**src/rtl/control_captura_pkg.sv**
```systemverilog
// Shared constants for the two-operand keypad capture controller.
package control_captura_pkg;

    localparam int ANCHO_NUM_DEF = 7;

    localparam logic [3:0] TECLA_SIG   = 4'hA;
    localparam logic [3:0] TECLA_ENTER = 4'hE;
    localparam logic [3:0] TECLA_CLR   = 4'hC;

    typedef logic [1:0] estado_t;

    localparam estado_t CAP_DEC   = 2'd0;
    localparam estado_t CAP_UNI   = 2'd1;
    localparam estado_t CAP_LLENO = 2'd2;
    localparam estado_t ESPERA_OP = 2'd3;

endpackage

```
**src/rtl/control_captura_operandos_bcd2_a_bin.sv**
```systemverilog
// Two BCD digits (tens, units) to binary: dec*10 + uni.
module bcd2_a_bin
    import control_captura_pkg::*;
#(
    parameter int ANCHO = ANCHO_NUM_DEF
) (
    input  logic [3:0]       dec_i,
    input  logic [3:0]       uni_i,
    output logic [ANCHO-1:0] bin_o
);

    logic [ANCHO-1:0] dec_ext;
    logic [ANCHO-1:0] uni_ext;

    assign dec_ext = ANCHO'(dec_i);
    assign uni_ext = ANCHO'(uni_i);

    // tens*10 as (d<<3)+(d<<1); digits are 0..9 so 7 bits never overflow
    assign bin_o = (dec_ext << 3) + (dec_ext << 1) + uni_ext;

endmodule

```
**src/rtl/control_captura_operandos.sv**
```systemverilog
// Keypad capture of two 2-digit decimal operands and start/done handshake
// with the arithmetic unit.
//
//   state     | meaning
//   CAP_DEC   | no digit entered yet for the current operand
//   CAP_UNI   | one digit entered (shown as units, tens = 0)
//   CAP_LLENO | two digits entered; further digits ignored
//   ESPERA_OP | operation launched, waiting for op_done or timeout
module control_captura_operandos
    import control_captura_pkg::*;
#(
    parameter int TIMEOUT_CICLOS = 1000,
    parameter int ANCHO_NUM      = ANCHO_NUM_DEF
) (
    input  logic                 clk,
    input  logic                 rst_n,
    input  logic                 tecla_valida,
    input  logic [3:0]           tecla_codigo,
    input  logic                 op_done,
    output logic [ANCHO_NUM-1:0] op_a,
    output logic [ANCHO_NUM-1:0] op_b,
    output logic                 op_start,
    output logic [3:0]           dig_dec,
    output logic [3:0]           dig_uni,
    output logic                 sel_op,
    output logic                 ocupado,
    output logic                 error
);

    localparam int CNT_W = $clog2(TIMEOUT_CICLOS + 1);
    localparam logic [CNT_W-1:0] CNT_ULTIMO = CNT_W'(TIMEOUT_CICLOS - 1);

    logic [1:0]           rst_sinc_q;
    logic                 rst_int_n;
    estado_t              estado_q, estado_d;
    logic [3:0]           dec_q, dec_d, uni_q, uni_d;
    logic [ANCHO_NUM-1:0] op_a_q, op_a_d, op_b_q, op_b_d;
    logic                 sel_q, sel_d;
    logic                 start_q, start_d;
    logic                 error_q, error_d;
    logic [CNT_W-1:0]     cnt_q, cnt_d;
    logic [ANCHO_NUM-1:0] valor_bin;
    logic                 es_digito;

    bcd2_a_bin #(.ANCHO(ANCHO_NUM)) u_conv (
        .dec_i (dec_q),
        .uni_i (uni_q),
        .bin_o (valor_bin)
    );

    assign es_digito = (tecla_codigo <= 4'd9);
    assign rst_int_n = rst_sinc_q[1];

    // Reset synchronizer: assertion passes straight through, release is delayed two clocks
    always_ff @(posedge clk or negedge rst_n) begin
        if (!rst_n) rst_sinc_q <= 2'b00;
        else        rst_sinc_q <= {rst_sinc_q[0], 1'b1};
    end

    // Next-state logic: key decoding, operand conversion and wait timeout
    always_comb begin
        estado_d = estado_q;
        dec_d    = dec_q;
        uni_d    = uni_q;
        op_a_d   = op_a_q;
        op_b_d   = op_b_q;
        sel_d    = sel_q;
        start_d  = 1'b0;
        error_d  = error_q;
        cnt_d    = cnt_q;

        if (tecla_valida && tecla_codigo == TECLA_CLR) begin
            // clear wins over everything, including a coincident op_done
            estado_d = CAP_DEC;
            dec_d    = 4'd0;
            uni_d    = 4'd0;
            sel_d    = 1'b0;
            error_d  = 1'b0;
            cnt_d    = '0;
        end else begin
            case (estado_q)
                CAP_DEC: begin
                    if (tecla_valida && es_digito) begin
                        dec_d    = 4'd0;
                        uni_d    = tecla_codigo;
                        estado_d = CAP_UNI;
                    end
                end
                CAP_UNI, CAP_LLENO: begin
                    if (tecla_valida) begin
                        if (es_digito) begin
                            if (estado_q == CAP_UNI) begin
                                dec_d    = uni_q;
                                uni_d    = tecla_codigo;
                                estado_d = CAP_LLENO;
                            end
                        end else if (tecla_codigo == TECLA_SIG && !sel_q) begin
                            op_a_d   = valor_bin;
                            sel_d    = 1'b1;
                            dec_d    = 4'd0;
                            uni_d    = 4'd0;
                            estado_d = CAP_DEC;
                        end else if (tecla_codigo == TECLA_ENTER && sel_q) begin
                            op_b_d   = valor_bin;
                            start_d  = 1'b1;
                            cnt_d    = '0;
                            estado_d = ESPERA_OP;
                        end
                    end
                end
                ESPERA_OP: begin
                    if (op_done || cnt_q == CNT_ULTIMO) begin
                        // op_done takes priority over a timeout in the same cycle
                        error_d  = !op_done;
                        estado_d = CAP_DEC;
                        sel_d    = 1'b0;
                        dec_d    = 4'd0;
                        uni_d    = 4'd0;
                    end else begin
                        cnt_d = cnt_q + 1'b1;
                    end
                end
                default: estado_d = CAP_DEC;
            endcase
        end
    end

    // State and datapath registers
    always_ff @(posedge clk or negedge rst_int_n) begin
        if (!rst_int_n) begin
            estado_q <= CAP_DEC;
            dec_q    <= 4'd0;
            uni_q    <= 4'd0;
            op_a_q   <= '0;
            op_b_q   <= '0;
            sel_q    <= 1'b0;
            start_q  <= 1'b0;
            error_q  <= 1'b0;
            cnt_q    <= '0;
        end else begin
            estado_q <= estado_d;
            dec_q    <= dec_d;
            uni_q    <= uni_d;
            op_a_q   <= op_a_d;
            op_b_q   <= op_b_d;
            sel_q    <= sel_d;
            start_q  <= start_d;
            error_q  <= error_d;
            cnt_q    <= cnt_d;
        end
    end

    assign op_a     = op_a_q;
    assign op_b     = op_b_q;
    assign op_start = start_q;
    assign dig_dec  = dec_q;
    assign dig_uni  = uni_q;
    assign sel_op   = sel_q;
    assign ocupado  = (estado_q == ESPERA_OP);
    assign error    = error_q;

endmodule

```
**config.mk**
```make
export PLATFORM = sky130hd
export DESIGN_NAME = control_captura_operandos
export DESIGN_NICKNAME = d
export VERILOG_FILES = /design/src/rtl/control_captura_pkg.sv /design/src/rtl/control_captura_operandos_bcd2_a_bin.sv /design/src/rtl/control_captura_operandos.sv
export SDC_FILE = /design/constraint.sdc
export NUM_CORES = 1
export LEC_CHECK = 0
export CORE_ASPECT_RATIO = 0.75
export CORE_MARGIN = 2
export CORE_UTILIZATION = 45
export DETAILED_ROUTE_END_ITERATION = 6
export GPL_ROUTABILITY_DRIVEN = 1
export PLACE_DENSITY = 0.78
export SLEW_MARGIN = 20
export SYNTH_ARGS = -nofsm -noshare
export SYNTH_HDL_FRONTEND = slang
export SYNTH_HIERARCHICAL = 1
export SYNTH_SLANG_ARGS = --single-unit
```
**constraint.sdc**
```tcl
create_clock -name clk -period 2.95 [get_ports clk]
set_input_delay 0.4425 -clock clk [delete_from_list [all_inputs] [get_ports clk]]
set_output_delay 0.4425 -clock clk [all_outputs]
set_load 0.005 [all_outputs]
```
==> out/results.ini <==
[outcome]
status = finished clean

[placed_design]
gp_congestion = 0.857
placement.io_buffers = 33
dp.cells = 301
dp_hpwl_mm = 3.53
placed_cell_area_sq_um = 2650

[global_routing]
grt_pass1_vias = 1654
antenna_found_initial = 0
overflow = 0
grt_max_degree = 38
grt_use_total = 0.180
grt_pass1_wl_mm = 7.91

[clocking]
cts.sinks = 39
cts_buffers = 5
cts.root.buffer_cell = clkbuf_8
cts_tree = done
cts_resized = 0
htree_num_levels = 2
cts_setup_buffers = 0
clk_latency_ns = 0.29
cts_buffer_depth = 2
path_clk_slew_ns = 0.08
cts_hold_buf = 0

[sta]
period_minus_slack_ns = 2.37
post-route-period-util = 0.805
setup_viol = 0
fmax_mhz = 421
finalHoldWorstSlack_ns = 0.289
tns_ns = 0
worst_pin_slew_ns = 0.571
rsz0062_at_grt = no
drv_slew = 0
slew_headroom = 0.617
hold_viol_final = 0
finClkSkew_ns = 0.00380

[routing]
drc_errors = 0
totalWireLength_mm = 4.74
wl_per_cell_um = 15.3
vias = 1722
firstDrtPassIters = 4
ant_nets = 0
drtIter0Drc = 148
viasPerCell = 5.57

[critical_path]
cp-start-kind = flop
critPathKind = reg -> reg
cp.arrival_ns = 2.54
crit_required_ns = 3.12
end_kind = flop
rrSetupSlack_ns = 0.58
cp_max_fo = 18

[yosys]
syn_avg_cell_area_sq_um = 10.6
yosys_warnings = 6
synth_edf_count = 0
synth_mux_area_frac = 0.108
synthArstFlopShare = 1.00
synth_fp_nets = 236
yosys_register_bits = 39
syn-instance-count = 214
synthFlopType = dfrtp_1
seq_area_frac_synth = 0.428
netlist_area_sq_um = 2280
synth_compound_area_frac = 0.181
synth-xor-area-share = 0.0154
synth_top_family_by_area = compound AO/OA/AOI/OAI gates
synthDistinctLibCells = 54
yosys.area_share.adder = 0.0835
synth_simple_gate_area_frac = 0.129

[floorplan]
fp.dieH_um = 65.6
core_area_sq_um = 4870
io-pin-count = 34
row_count = 22
start_util = 0.468
die_w_um = 86.2
dieArea_sq_um = 5650

[finish]
fin_cells = 309
utilization = 0.569
final_area_sq_um = 2770
final_cell_mix = 39 x dfrtp_1, 33 x clkdlybuf4s50_1, 21 x mux2_2, 16 x inv_1, 15 x o21ai_0
areaGrowthSynthToFinish_pct = 21.6
drive_above_1_share = 0.197
antenna_cells = 0
layout.nets = 270
mostFrequentLayoutCell = dfrtp_1

[pwr]
powerDensity_nw_per_um2 = 822
peakVddDrop_uv = 590
p_leak_nw = 1.28

[worst_hold_path]
worst_hold_path_type = reg -> async

[flow_run]
max-cap-violations = 0

[final timing paths]
path | start | endpoint | depth (start not counted)
worst max-delay path | estado_q[0] | op_a[4] | 5
worst min register to register | rst_sinc_q[1] | op_b[0] | 1
min in group clk | rst_sinc_q[0] | rst_sinc_q[1] | 0
max in group asynchronous | rst_sinc_q[1] | cnt_q[6] | 1
worst max register to register | estado_q[0] | op_a[4] | 5
worst min-delay path | rst_sinc_q[1] | op_b[0] | 1
[sequential cells by signal, indices dropped and copies added (netlist names)]
| register | count |
|---|---|
| dig_dec | 4 |
| dig_uni | 4 |
| op_b | 7 |
| sel_op | 1 |
| error | 1 |
| cnt_q | 10 |
| estado_q | 2 |
| op_start | 1 |
| op_a | 7 |
| rst_sinc_q | 2 |
[Yosys cell counts, types with 2 or more instances]
master,number,area share
a31oi_1,4,0.011
clkbuf_2,2,0.0044
inv_1,16,0.026
xor2_1,2,0.0077
xnor2_1,2,0.0077
nor2b_1,2,0.0055
buf_4,5,0.016
ha_1,12,0.066
and3_1,7,0.019
a21oi_1,7,0.015
mux2_2,21,0.10
a41oi_1,3,0.012
o21ai_0,15,0.033
fa_1,2,0.018
nand3_1,6,0.013
buf_2,2,0.0044
a21o_1,2,0.0066
dfrtp_1,39,0.43
o21ai_1,2,0.0044
nand2b_1,6,0.016
o31ai_1,6,0.020
nand2_1,6,0.0099
a21oi_2,2,0.0077
nor2_1,13,0.021
[logic make-up after synthesis]
| kind of cell | Yosys count |
|---|---|
| other | 1 |
| adder cells (fa/ha/maj) | 14 |
| buffers and inverters | 26 |
| flip-flops | 39 |
| XOR/XNOR | 4 |
| multiplexers | 22 |
| AND/OR/NAND/NOR | 51 |
| AO/OA/AOI/OAI | 57 |
[layout make-up]
class	count	area (sq um)
clock buffers	6	82.6
clock inverters	2	35.0
fillers	400	2100
inverters	16	60.1
multi-input cells	149	1180
flip-flops and latches	39	976
well taps	60	75.1
repair buffers	37	360
[per-layer routing]
layer  up-vias  wire, um  GRT usage
li1        832         -          -
met3         6       214     0.0427
met5         -         0          0
met2        41      2120      0.278
met1       843      2360      0.258
met4         0        46     0.0417
[critical path: stages (launching register included)]
cell	delay, ns
dfrtp_1	0.38
inv_1	0.08
ha_1	0.58
nand2_1	0.18
or4_1	0.70
mux2_2	0.35
[report_power, final]
group	switching (W)	total, W	leakage [nW]	internal (W)
registers	0.000117	0.000777	0.520	0.000661
clock network	0.000184	0.000458	0.0612	0.000274
logic	0.000496	0.00104	0.698	0.000544
total	0.000797	0.00228	1.28	0.00148
[through the flow]
step / power, W / setup WS [ns]
5_1_grt: 0.00246 / 0.398
3_3_place_gp: 0.00179 / 0.432
4_1_cts: 0.00229 / 0.574
6_report: 0.00228 / 0.576
3_5_place_dp: 0.00183 / 0.320
2_1_floorplan: 0.00147 / 0.807
No activity file was read; power rests on OpenSTA's default activity.
